`config.mk`:
```
export PLATFORM = sky130hd
export DESIGN_NAME = hdmi_video_timing_gen_flat
export DESIGN_NICKNAME = d
export VERILOG_FILES = /design/src/rtl/hdmi_pkg.sv /design/src/rtl/hdmi_video_timing_gen_if.sv /design/src/rtl/hdmi_pattern_gen.sv /design/src/rtl/hdmi_video_timing_gen.sv /design/src/flat_wrapper.sv
export SDC_FILE = /design/constraint.sdc
export NUM_CORES = 1
export LEC_CHECK = 0
export CAP_MARGIN = 20
export CORE_UTILIZATION = 50
export DETAILED_ROUTE_END_ITERATION = 10
export PLACE_DENSITY = 0.76
export SLEW_MARGIN = 0
export SYNTH_ARGS = -nofsm -noshare
export SYNTH_HDL_FRONTEND = slang
export SYNTH_SLANG_ARGS = --single-unit
```
`constraint.sdc`:
```
create_clock -name clk -period 2.6 [get_ports clk]
set_input_delay 0.39 -clock clk [delete_from_list [all_inputs] [get_ports clk]]
set_output_delay 0.39 -clock clk [all_outputs]
set_load 0.01 [all_outputs]
```
`src/rtl/hdmi_pkg.sv`:
```
// Shared definitions for the HDMI/DVI video timing generator.
// - Default 640x480@60 raster timing constants.
// - Test-pattern selector enum.
// - Colour-bar RGB table (24-bit {R,G,B}) and a lookup helper.
package hdmi_pkg;

  localparam int C_H_ACTIVE = 640;
  localparam int C_H_FP     = 16;
  localparam int C_H_SYNC   = 96;
  localparam int C_H_BP     = 48;
  localparam int C_V_ACTIVE = 480;
  localparam int C_V_FP     = 10;
  localparam int C_V_SYNC   = 2;
  localparam int C_V_BP     = 33;

  typedef enum logic [1:0] {
    PAT_BARS  = 2'd0,
    PAT_GRAD  = 2'd1,
    PAT_WHITE = 2'd2,
    PAT_BLACK = 2'd3
  } pattern_e;

  localparam logic [23:0] BAR_WHITE   = 24'hFFFFFF;
  localparam logic [23:0] BAR_YELLOW  = 24'hFFFF00;
  localparam logic [23:0] BAR_CYAN    = 24'h00FFFF;
  localparam logic [23:0] BAR_GREEN   = 24'h00FF00;
  localparam logic [23:0] BAR_MAGENTA = 24'hFF00FF;
  localparam logic [23:0] BAR_RED     = 24'hFF0000;
  localparam logic [23:0] BAR_BLUE    = 24'h0000FF;
  localparam logic [23:0] BAR_BLACK   = 24'h000000;

  // Bar colour by bar index, left (0) to right (7).
  function automatic logic [23:0] bar_color(input logic [2:0] idx);
    case (idx)
      3'd0:    return BAR_WHITE;
      3'd1:    return BAR_YELLOW;
      3'd2:    return BAR_CYAN;
      3'd3:    return BAR_GREEN;
      3'd4:    return BAR_MAGENTA;
      3'd5:    return BAR_RED;
      3'd6:    return BAR_BLUE;
      default: return BAR_BLACK;
    endcase
  endfunction

endpackage

```
`src/rtl/hdmi_video_timing_gen_if.sv`:
```
// Video link bundle between the timing generator and its consumer.
// - pix_ce, pattern_sel : controls into the generator
// - hsync, vsync, vde, ctrl_blue, red, green, blue, frame_start : registered
//   outputs feeding the TMDS encoders
// master = the generator, slave = the consumer/controller.
interface hdmi_video_timing_gen_if;
  logic       pix_ce;
  logic [1:0] pattern_sel;
  logic       hsync;
  logic       vsync;
  logic       vde;
  logic [1:0] ctrl_blue;
  logic [7:0] red;
  logic [7:0] green;
  logic [7:0] blue;
  logic       frame_start;

  modport master (
    input  pix_ce, pattern_sel,
    output hsync, vsync, vde, ctrl_blue, red, green, blue, frame_start
  );

  modport slave (
    output pix_ce, pattern_sel,
    input  hsync, vsync, vde, ctrl_blue, red, green, blue, frame_start
  );
endinterface

```
`src/rtl/hdmi_pattern_gen.sv`:
```
// Combinational test-pattern source: (h, v, pat) -> 24-bit {R,G,B}.
// - h    : 10-bit pixel column
// - v_lo : low 8 bits of the line number (only the gradient uses v)
// - pat  : selected pattern
// - rgb  : pixel colour; caller gates it with the active-area flag
module hdmi_pattern_gen
  import hdmi_pkg::*;
#(
  parameter int H_ACTIVE = C_H_ACTIVE
) (
  input  logic [9:0]  h,
  input  logic [7:0]  v_lo,
  input  pattern_e    pat,
  output logic [23:0] rgb
);

  localparam logic [9:0] BAR_W    = 10'(H_ACTIVE / 8);
  // Pixels at or beyond 8 whole bars are the division remainder: black.
  localparam logic [9:0] BARS_END = 10'((H_ACTIVE / 8) * 8);

  logic [2:0] bar_idx;

  always_comb begin
    bar_idx = 3'(h / BAR_W);
    rgb     = 24'h000000;
    case (pat)
      PAT_BARS:  rgb = (h < BARS_END) ? bar_color(bar_idx) : BAR_BLACK;
      PAT_GRAD:  rgb = {h[7:0], v_lo, h[7:0] ^ v_lo};
      PAT_WHITE: rgb = 24'hFFFFFF;
      default:   rgb = 24'h000000;
    endcase
  end

endmodule

```
`src/rtl/hdmi_video_timing_gen.sv`:
```
// Raster timing and test-pattern generator for one DVI/HDMI link.
// - clk, rst : single clock, synchronous active-high reset
// - vid      : master side of the video bundle (pix_ce/pattern_sel in;
//              hsync, vsync, vde, ctrl_blue, red/green/blue, frame_start out)
// Every output comes straight from a register loaded on pix_ce cycles, one
// pix_ce cycle after the counter state it describes.
module hdmi_video_timing_gen
  import hdmi_pkg::*;
#(
  parameter int H_ACTIVE  = C_H_ACTIVE,
  parameter int H_FP      = C_H_FP,
  parameter int H_SYNC    = C_H_SYNC,
  parameter int H_BP      = C_H_BP,
  parameter int V_ACTIVE  = C_V_ACTIVE,
  parameter int V_FP      = C_V_FP,
  parameter int V_SYNC    = C_V_SYNC,
  parameter int V_BP      = C_V_BP,
  parameter bit HSYNC_POL = 1'b0,
  parameter bit VSYNC_POL = 1'b0
) (
  input logic                     clk,
  input logic                     rst,
  hdmi_video_timing_gen_if.master vid
);

  localparam logic [9:0] H_LAST  = 10'(H_ACTIVE + H_FP + H_SYNC + H_BP - 1);
  localparam logic [9:0] V_LAST  = 10'(V_ACTIVE + V_FP + V_SYNC + V_BP - 1);
  localparam logic [9:0] H_ACT   = 10'(H_ACTIVE);
  localparam logic [9:0] V_ACT   = 10'(V_ACTIVE);
  localparam logic [9:0] HS_BEG  = 10'(H_ACTIVE + H_FP);
  localparam logic [9:0] HS_END  = 10'(H_ACTIVE + H_FP + H_SYNC);
  localparam logic [9:0] VS_BEG  = 10'(V_ACTIVE + V_FP);
  localparam logic [9:0] VS_END  = 10'(V_ACTIVE + V_FP + V_SYNC);

  logic [9:0]  h_cnt_reg, h_cnt_next;
  logic [9:0]  v_cnt_reg, v_cnt_next;
  pattern_e    pat_q_reg, pat_eff;
  logic        hsync_reg, vsync_reg, vde_reg, frame_start_reg;
  logic [23:0] rgb_reg;
  logic [23:0] rgb_w;
  logic        active, hs_on, vs_on, frame_origin;

  always_comb begin
    h_cnt_next   = (h_cnt_reg == H_LAST) ? 10'd0 : h_cnt_reg + 10'd1;
    v_cnt_next   = v_cnt_reg;
    if (h_cnt_reg == H_LAST) begin
      v_cnt_next = (v_cnt_reg == V_LAST) ? 10'd0 : v_cnt_reg + 10'd1;
    end
    active       = (h_cnt_reg < H_ACT) && (v_cnt_reg < V_ACT);
    hs_on        = (h_cnt_reg >= HS_BEG) && (h_cnt_reg < HS_END);
    vs_on        = (v_cnt_reg >= VS_BEG) && (v_cnt_reg < VS_END);
    frame_origin = (h_cnt_reg == 10'd0) && (v_cnt_reg == 10'd0);
    // The pattern is latched at the frame origin, and the origin pixel itself
    // already uses the newly selected pattern so a frame is never mixed.
    pat_eff      = frame_origin ? pattern_e'(vid.pattern_sel) : pat_q_reg;
  end

  hdmi_pattern_gen #(
    .H_ACTIVE (H_ACTIVE)
  ) u_pattern (
    .h    (h_cnt_reg),
    .v_lo (v_cnt_reg[7:0]),
    .pat  (pat_eff),
    .rgb  (rgb_w)
  );

  always_ff @(posedge clk) begin
    if (rst) begin
      h_cnt_reg       <= 10'd0;
      v_cnt_reg       <= 10'd0;
      pat_q_reg       <= PAT_BARS;
      hsync_reg       <= ~HSYNC_POL;
      vsync_reg       <= ~VSYNC_POL;
      vde_reg         <= 1'b0;
      rgb_reg         <= 24'h000000;
      frame_start_reg <= 1'b0;
    end else if (vid.pix_ce) begin
      h_cnt_reg       <= h_cnt_next;
      v_cnt_reg       <= v_cnt_next;
      pat_q_reg       <= pat_eff;
      hsync_reg       <= hs_on ? HSYNC_POL : ~HSYNC_POL;
      vsync_reg       <= vs_on ? VSYNC_POL : ~VSYNC_POL;
      vde_reg         <= active;
      rgb_reg         <= active ? rgb_w : 24'h000000;
      frame_start_reg <= frame_origin;
    end else begin
      // Keeps frame_start a single clock wide when pix_ce is sparse.
      frame_start_reg <= 1'b0;
    end
  end

  assign vid.hsync       = hsync_reg;
  assign vid.vsync       = vsync_reg;
  assign vid.vde         = vde_reg;
  assign vid.ctrl_blue   = {vsync_reg, hsync_reg};
  assign vid.red         = rgb_reg[23:16];
  assign vid.green       = rgb_reg[15:8];
  assign vid.blue        = rgb_reg[7:0];
  assign vid.frame_start = frame_start_reg;

endmodule

```
`src/flat_wrapper.sv`:
```
// flat-port wrapper written by rule: the top's interface ports become plain ports
module hdmi_video_timing_gen_flat import hdmi_pkg::*;
#(
  parameter int H_ACTIVE  = C_H_ACTIVE,
  parameter int H_FP      = C_H_FP,
  parameter int H_SYNC    = C_H_SYNC,
  parameter int H_BP      = C_H_BP,
  parameter int V_ACTIVE  = C_V_ACTIVE,
  parameter int V_FP      = C_V_FP,
  parameter int V_SYNC    = C_V_SYNC,
  parameter int V_BP      = C_V_BP,
  parameter bit HSYNC_POL = 1'b0,
  parameter bit VSYNC_POL = 1'b0
)
  (clk, rst, vid_pix_ce, vid_pattern_sel, vid_hsync, vid_vsync, vid_vde, vid_ctrl_blue, vid_red, vid_green, vid_blue, vid_frame_start);
  hdmi_video_timing_gen_if vid_i ();
  input logic clk;
  input logic rst;
  input wire logic [$bits(vid_i.pix_ce)-1:0] vid_pix_ce;
  input wire logic [$bits(vid_i.pattern_sel)-1:0] vid_pattern_sel;
  output wire logic [$bits(vid_i.hsync)-1:0] vid_hsync;
  output wire logic [$bits(vid_i.vsync)-1:0] vid_vsync;
  output wire logic [$bits(vid_i.vde)-1:0] vid_vde;
  output wire logic [$bits(vid_i.ctrl_blue)-1:0] vid_ctrl_blue;
  output wire logic [$bits(vid_i.red)-1:0] vid_red;
  output wire logic [$bits(vid_i.green)-1:0] vid_green;
  output wire logic [$bits(vid_i.blue)-1:0] vid_blue;
  output wire logic [$bits(vid_i.frame_start)-1:0] vid_frame_start;
  assign vid_i.pix_ce = vid_pix_ce;
  assign vid_i.pattern_sel = vid_pattern_sel;
  assign vid_hsync = vid_i.hsync;
  assign vid_vsync = vid_i.vsync;
  assign vid_vde = vid_i.vde;
  assign vid_ctrl_blue = vid_i.ctrl_blue;
  assign vid_red = vid_i.red;
  assign vid_green = vid_i.green;
  assign vid_blue = vid_i.blue;
  assign vid_frame_start = vid_i.frame_start;
  hdmi_video_timing_gen #(.H_ACTIVE(H_ACTIVE), .H_FP(H_FP), .H_SYNC(H_SYNC), .H_BP(H_BP), .V_ACTIVE(V_ACTIVE), .V_FP(V_FP), .V_SYNC(V_SYNC), .V_BP(V_BP), .HSYNC_POL(HSYNC_POL), .VSYNC_POL(VSYNC_POL)) u_core (.clk(clk), .rst(rst), .vid(vid_i));
endmodule
```
==> results of run 1 <==
==> logic make-up (layout without fill, tap and decap cells) <==
group           Yosys count  in the layout  synth area share, %
xor+xnor                 25             25                 8.14
buf+inv                  33             75                 5.86
flops                    50             50                 37.2
simple gates            117            117                 23.6
compound gates           72             72                 21.4
fa+ha+maj                 6              6                 2.70
mux                       3              3                 1.12
==> power by group through the flow <==
stage / clock [mW] / sequential (mW) / combinational, mW
after global routing: 0.491 / 0.855 / 0.357
final: 0.445 / 0.848 / 0.327
after global placement: 0 / 0.862 / 0.310
after detailed placement: 0 / 0.864 / 0.316
after CTS: 0.448 / 0.847 / 0.317
after floorplan: 0 / 0.877 / 0.166
==> synthesized netlist by cell type (4+ instances only) <==
cell type  number  area share [%]
inv_1           8             1.1
nor2_1         29             4.0
nand2b_1        8             1.9
nand2_1        21             2.9
xor2_1         19             6.2
buf_4           4             1.1
nand3_1         4            0.74
nor3_1         10             1.9
xnor2_1         6             2.0
nand4_1        10             2.3
nor2b_1        10             2.3
ha_1            5             2.3
o211ai_2        8             3.7
dfxtp_1        50              37
a311oi_1       10             3.3
o211ai_1        7             2.0
a21oi_1        17             3.2
and3_1          4            0.93
clkbuf_1       14             2.0
a221o_1         7             2.6
==> metrics by stage <==
stage	cells	util [%]	power [mW]	hold slack (ns)	area, um2
final	418	64.1	1.62	0.447	3290
after detailed placement	409	61.8	1.18	0.439	3180
after global placement	409	61.8	1.17	0.436	3180
after floorplan	306	-	1.04	0.470	2690
after CTS	417	63.5	1.61	0.451	3260
after global routing	418	64.1	1.70	0.491	3290
==> layout make-up <==
cell class                 instances  area (um2)  area share, %
timing repair buffer              59         528           16.0
clock buffer                       6        72.6           2.20
clock inverter                     2        13.8          0.418
tap                               70        87.6           2.66
inverter                           8        30.0          0.912
sequential                        50        1000           30.4
multi-input combinational        223        1560           47.4
==> final timing paths <==
check / from / end / slack, ns / cells after the start
setup / recovery: u_core.v_cnt_reg[4] / u_core.rgb_reg[11] / 0.12 / 5
hold / removal: u_core.rgb_reg[10] / u_core.rgb_reg[10] / 0.45 / 2
setup reg to reg: u_core.v_cnt_reg[4] / u_core.rgb_reg[11] / 0.12 / 5
hold reg to reg: u_core.rgb_reg[10] / u_core.rgb_reg[10] / 0.45 / 2
==> repair_timing <==
item,CTS,global route
endpoints found under the setup margin,7,17
gates resized for setup,1,3
pin swaps,0,0
gates cloned,0,0
endpoints found under the hold margin,0,0
==> critical path, cell delays in order, from the launching register on <==
cell and delay, ns:
dfxtp_1 0.39, or4_1 0.60, or4_1 0.59, or3_4 0.47
a21oi_4 0.24, a221o_1 0.14
==> per-layer routing <==
layer	routed length (um)	global-route usage, %	vias to the layer above
li1	-	-	1187
met1	3120	36.9	1151
met2	3350	41.1	94
met3	335	4.89	9
met4	78	9.05	0
met5	0	0	-
==> reports/qor.yml, run 1 <==
status: "complete, no violations"
postCtsHoldBufs: 0
grt_pass1_wl_mm: 11.3
cts_sinks: 50
syn_nets: 316
power_switching_mw: 0.456
syn2layout_area_growth_pct: 22.5
seq_area_frac_synth_pct: 37.2
tritoncts: "built"
routedWlPerCell_um: 16.5
maxCapViolCount: 0
largest_reg_flops: 24
grt_remaining_overflow: 0
die_h_um: 75.3
drc_errors: 0
pwr-share-seq_pct: 52.4
grt_util_all_layers_pct: 26.4
fin_nets: 357
comb_power_share_pct: 20.2
period_share_pct: 95.6
worstPathRequired_ns: 2.86
crit_fanout: 11
hpwl_mm: 4.88
grt_pass1_vias: 2256
finalSetupViolCount: 0
switching_share_pct: 28.1
ys_seq_elements: 50
nFillCells: 459
clock_path_buffers: 2
syn_area_um2: 2690
rsz0062_at_grt: "false"
clock_power_share_pct: 27.5
yosys_warnings: 0
setup_tns_ns: 0
ios: 35
design.die.area_um2: 5670
cp.arrival_ns: 2.74
tightest_slew_ns: 0.571
crit_type: "reg2reg"
cts_buffers: 5
ant_nets: 0
die_x_um: 75.3
insertion_delay_ns: 0.31
drt_first_pass_iters: 5
synth-edff-count: 0
post_cts_buffers: 0
floorplan.initialDensity_pct: 52.3
final_common_cell: "dfxtp_1"
mostFrequentLayoutCells: "dfxtp_1 (50), clkdlybuf4s50_1 (34), nor2_1 (29), buf_4 (25), nand2_1 (21)"
clkTransAtPathRegs_ns: 0.09
leakagePower_nw: 1.27
synth_flop_cell: "dfxtp_1"
finalWorstSetupSlack_ns: 0.115
hold_class: "reg2reg"
viasPerCell: 5.84
gp_congestion: 0.906
diodes: 0
skew_ns: 0.00805
portBuffers: 34
totalWireLength_mm: 6.89
slew_viol_final: 0
start_kind: "register"
internal-power_mw: 1.16
h-tree-depth: 2
avgSynthCellArea_um2: 8.79
final_hold_viol_count: 0
core_um2: 5140
grt_max_degree: 28
postSynthCellCount: 306
fmax_ghz: 0.402
drive_gt1_share_pct: 14.9
vias: 2441
slew_headroom_pct: 61.8
endpoint_kind: "register"
synthArstFlopShare_pct: 0
ys_types: 55
rows: 26
powerDensity_nw_per_um2: 492
pre_cts_slack_ns: 0.00792
cts_root_buf: "clkbuf_8"
antenna_found_initial: 0
dr.first_iter.drc_count: 216
period_needed_ns: 2.48
ir_drop_mv: 0.264
No activity file was read; power rests on OpenSTA's default activity.
==> inputs of run 2 (changes only) <==
Settings changed: CORE_UTILIZATION 50 to 59, PLACE_DENSITY 0.76 to 0.84.
Clock period 2.6 ns to 3.1 ns, I/O delays scaled along.
==> reports/qor.yml, run 2 (synthesized netlist as in run 1, its figures left out) <==
status: "complete, no violations"
clkTransAtPathRegs_ns: 0.09  # about the same
clock_path_buffers: 2  # unchanged
maxCapViolCount: 0  # unchanged
rows: 24  # -7.7%
die_h_um: 69.5  # -7.7%
critical_path.top_delay_family: "simple AND/OR/NAND/NOR gates"
totalWireLength_mm: 6.31  # -8.4%
routedWlPerCell_um: 16.2  # -1.6%
ios: 35  # unchanged
period_needed_ns: 2.75  # +0.263 ns
antenna_found_initial: 0  # unchanged
drt_first_pass_iters: 4  # -1
worst_path_most_repeated_cell: "o211ai_2"
finish.utilization_pct: 72.9  # +8.8 points
design.die.area_um2: 4830  # -15%
max_stage_delay_ns: 0.66  # +0.06 ns
skew_ns: 0.00788  # -0.000172 ns
grt_remaining_overflow: 0  # unchanged
cp.buffers_inverters: 0  # unchanged
ir_drop_mv: 0.244  # -7.6%
gp_congestion: 0.945  # +4.2%
endpoint_kind: "register"
critPathSlowestCell: "or4_1"
hold_class: "reg2reg"
fmax_ghz: 0.364  # -9.6%
insertion_delay_ns: 0.30  # about the same
syn2layout_area_growth_pct: 18.0
grt_pass1_wl_mm: 10.3  # -9.0%
crit_fanout: 9  # -2
grt_max_degree: 29  # +3.6%
tightest_slew_ns: 1.05  # +0.475 ns
fin_nets: 346  # -3.1%
dr.first_iter.drc_count: 180  # -17%
slew_headroom_pct: 30.0  # -32 points
start_kind: "register"
period_share_pct: 88.6  # -6.9 points
postCtsHoldBufs: 0  # unchanged
ant_nets: 0  # unchanged
setup_tns_ns: 0  # unchanged
finalSetupViolCount: 0  # unchanged
rsz0062_at_grt: "false"
leakagePower_nw: 1.22  # -4.1%
post_cts_buffers: 0  # unchanged
diodes: 0  # unchanged
final_common_cell: "dfxtp_1"
grt_util_all_layers_pct: 26.5  # +0.12 points
cts_root_buf: "clkbuf_8"
core_um2: 4350  # -15%
hpwl_mm: 4.50  # -7.6%
worstPathRequired_ns: 3.33  # +0.47 ns
largest_reg_flops: 24  # unchanged
h-tree-depth: 2  # unchanged
crit_chain: "or4_4 > or4_1 > o211ai_2 > nand2b_1 > o211ai_2"
powerDensity_nw_per_um2: 430  # -13%
final_hold_viol_count: 0  # unchanged
cts_sinks: 50  # unchanged
slew_viol_final: 0  # unchanged
grt_pass1_vias: 2126  # -5.8%
drc_errors: 0  # unchanged
floorplan.initialDensity_pct: 61.8  # +9.4 points
post_cts_resized: 0  # -1
portBuffers: 34  # unchanged
viasPerCell: 6.18  # +5.8%
drive_gt1_share_pct: 11.9  # -3.1 points
mostFrequentLayoutCells: "dfxtp_1 (50), clkdlybuf4s50_1 (34), nor2_1 (29), nand2_1 (21), xor2_1 (19)"
vias: 2404  # -1.5%
tritoncts: "built"
hold_ws_ns: 0.452  # +0.00515 ns
ff2ff_setup_slack_ns: 0.35  # +0.24 ns
crit_type: "reg2reg"
die_x_um: 69.5  # -7.7%
cp.arrival_ns: 2.98  # +0.24 ns
cts_buffers: 5  # unchanged
run 2: worst min-delay path: stages (launching register included):
cell	delay [ns]
dfxtp_1	0.32
nand2_1	0.05
o21ai_1	0.05
run 2: worst paths after layout:
kind | start | to | cells after the start
worst max-delay path | u_core.h_cnt_reg[4] | u_core.rgb_reg[19] | 5
worst min-delay path | u_core.rgb_reg[21] | u_core.rgb_reg[21] | 2
worst max register to register | u_core.h_cnt_reg[4] | u_core.rgb_reg[19] | 5
worst min register to register | u_core.rgb_reg[21] | u_core.rgb_reg[21] | 2
run 2: cell type report:
| class | instances | area (um2) |
|---|---|---|
| inverters | 8 | 30.0 |
| fillers | 333 | 1180 |
| repair buffers | 48 | 445 |
| well taps | 52 | 65.1 |
| flip-flops and latches | 50 | 1000 |
| multi-input cells | 223 | 1540 |
| clock inverters | 2 | 12.5 |
| clock buffers | 6 | 82.6 |
run 2: routing by layer:
metal	GRT usage (%)	vias to the layer above	part of all wire (%)
li1	-	1172	-
met1	37.1	1138	46
met2	40.9	79	46
met3	3.92	15	6.2
met4	10.9	0	2.3
met5	0	-	0
run 2: stage by stage:
step	total power [mW]	area [um2]	std cells	setup slack, ns
6_report	1.36	3170	389	0.352
3_5_place_dp	0.983	3080	381	0.403
3_3_place_gp	0.979	3080	381	0.470
4_1_cts	1.37	3170	389	0.379
2_1_floorplan	0.874	2690	306	0.668
5_1_grt	1.42	3170	389	0.257
run 2: where the power goes:
part,total [mW],internal [mW],switching (mW)
combinational,0.262,0.130,0.132
clock,0.394,0.180,0.214
sequential,0.708,0.682,0.0264
==> inputs of run 3 (changes only) <==
Settings changed: CELL_PAD_IN_SITES_DETAIL_PLACEMENT from default to 2, CELL_PAD_IN_SITES_GLOBAL_PLACEMENT from default to 2, CORE_UTILIZATION 59 to 36, PLACE_DENSITY 0.84 to default, PLACE_DENSITY_LB_ADDON from default to 0.1.
==> reports/qor.yml, run 3 (synthesized netlist as in run 1, its figures left out) <==
status: "complete, no violations"
cts_root_buf: "clkbuf_8"
crit_type: "reg2reg"
regArea_um2: 1000  # unchanged
die_h_um: 88.4  # +27%
slew_headroom_pct: 60.7  # +31 points
portBuffers: 34  # unchanged
worstPathRequired_ns: 3.34  # about the same
vias: 2440  # +1.5%
skew_ns: 0.00327  # -0.00462 ns
cts_sinks: 50  # unchanged
grt_max_degree: 29  # unchanged
cp.arrival_ns: 3.00  # +0.02 ns
drive_gt1_share_pct: 12.6  # +0.70 points
core_um2: 7250  # +67%
grt_pass1_vias: 2559  # +20%
finalWorstSetupSlack_ns: 0.330  # -0.0217 ns
dr.first_iter.drc_count: 152  # -16%
clock_power_share_pct: 31.8  # +2.9 points
period_share_pct: 89.3  # +0.70 points
nFillCells: 827  # +150%
period_needed_ns: 2.77  # +0.0217 ns
internal-power_mw: 1.05  # +6.3%
gp_congestion: 0.783  # -17%
viasPerCell: 5.53  # -10%
rsz0062_at_grt: "false"
powerDensity_nw_per_um2: 438  # +2.0%
mostFrequentLayoutCells: "dfxtp_1 (50), clkdlybuf4s50_1 (34), nor2_1 (29), nand2_1 (21)"
switching_share_pct: 26.8  # -0.58 points
maxCapViolCount: 0  # unchanged
clkTransAtPathRegs_ns: 0.09  # about the same
post_cts_resized: 0  # unchanged
design.die.area_um2: 7820  # +62%
grt_remaining_overflow: 0  # unchanged
clock_path_buffers: 2  # unchanged
grt_util_all_layers_pct: 23.2  # -3.3 points
fmax_ghz: 0.361  # -0.78%
drc_errors: 0  # unchanged
slew_viol_final: 0  # unchanged
rows: 31  # +29%
cts_buffers: 5  # unchanged
post_cts_buffers: 0  # unchanged
insertion_delay_ns: 0.30  # about the same
ant_nets: 0  # unchanged
floorplan.initialDensity_pct: 37.1  # -25 points
h-tree-depth: 2  # unchanged
pre_cts_slack_ns: 0.346  # -0.0566 ns
tritoncts: "built"
diodes: 0  # unchanged
syn2layout_area_growth_pct: 22.0
power_switching_mw: 0.385  # +3.2%
finalSetupViolCount: 0  # unchanged
totalWireLength_mm: 8.47  # +34%
endpoint_kind: "register"
grt_pass1_wl_mm: 13.6  # +33%
setup_tns_ns: 0  # unchanged
final_common_cell: "dfxtp_1"
multi_input_area_um2: 1540  # unchanged
comb_power_share_pct: 18.8  # -0.4 points
ios: 35  # unchanged
drt_first_pass_iters: 4  # unchanged
ir_drop_mv: 0.164  # -33%
postCtsHoldBufs: 0  # unchanged
routedWlPerCell_um: 19.2  # +18%
pwr-share-seq_pct: 49.4  # -2.5 points
total_power_mw: 1.44  # +5.4%
fin_nets: 351  # +1.4%
hpwl_mm: 6.14  # +36%
hold_class: "reg2reg"
antenna_found_initial: 0  # unchanged
start_kind: "register"
crit_fanout: 10  # +1
die_x_um: 88.4  # +27%
tightest_slew_ns: 0.589  # -0.457 ns
final_hold_viol_count: 0  # unchanged
leakagePower_nw: 1.25  # +2.7%
largest_reg_flops: 24  # unchanged
## run 3: changes by cell type in the layout (fill, tap and decap cells not counted), sizes merged
cell      previous run  this run
buf                 14        19
clkinvlp             1         0
bufinv               0         1
clkinv               1         0
clkbuf               6         7
## run 3: path summary, 6_finish.rpt
| path | from | depth (start not counted) | slack (ns) | end |
|---|---|---|---|---|
| worst max register to register | u_core.h_cnt_reg[5] | 5 | 0.33 | u_core.rgb_reg[18] |
| worst max-delay path | u_core.h_cnt_reg[5] | 5 | 0.33 | u_core.rgb_reg[18] |
| worst min register to register | u_core.rgb_reg[21] | 2 | 0.46 | u_core.rgb_reg[21] |
| worst min-delay path | u_core.rgb_reg[21] | 2 | 0.46 | u_core.rgb_reg[21] |
## run 3: layout make-up
cell class / instances / area share, %
multi-input cells: 223 / 46.8
repair buffers: 53 / 14.7
clock inverters: 1 / 0.915
flip-flops and latches: 50 / 30.5
inverters: 8 / 0.915
clock buffers: 7 / 2.33
well taps: 99 / 3.78
## run 3: critical path, stage by stage, from the launching register on
cell and delay [ns]:
dfxtp_1 0.42, or4_4 0.57, or4_1 0.68, o211ai_2 0.44
nand2b_1 0.36, o211ai_2 0.23
## run 3: metrics by stage
step / instances / utilization [%] / hold slack [ns] / instance area [um2]
after global placement: 432 / 43.7 / 0.439 / 3170
after CTS: 440 / 45.1 / 0.468 / 3270
after detailed placement: 432 / 43.7 / 0.450 / 3170
final: 441 / 45.2 / 0.464 / 3280
after global routing: 441 / 45.2 / 0.494 / 3280
after floorplan: 306 / - / 0.470 / 2690
## run 3: metal layers
| metal | track usage, % | wire length [um] | share of wire (%) |
|---|---|---|---|
| met1 | 30.9 | 4060 | 48 |
| met2 | 39.6 | 4120 | 49 |
| met3 | 3.45 | 187 | 2.2 |
| met4 | 5.43 | 106 | 1.3 |
| met5 | 0 | 0 | 0 |
## run 3: power groups by stage
| stage | sequential [mW] | combinational, mW | clock [mW] |
|---|---|---|---|
| finish | 0.711 | 0.270 | 0.458 |
| global route | 0.716 | 0.294 | 0.495 |
| CTS | 0.712 | 0.270 | 0.473 |
| detailed placement | 0.726 | 0.268 | 0 |
| global placement | 0.724 | 0.263 | 0 |
| floorplan | 0.735 | 0.139 | 0 |
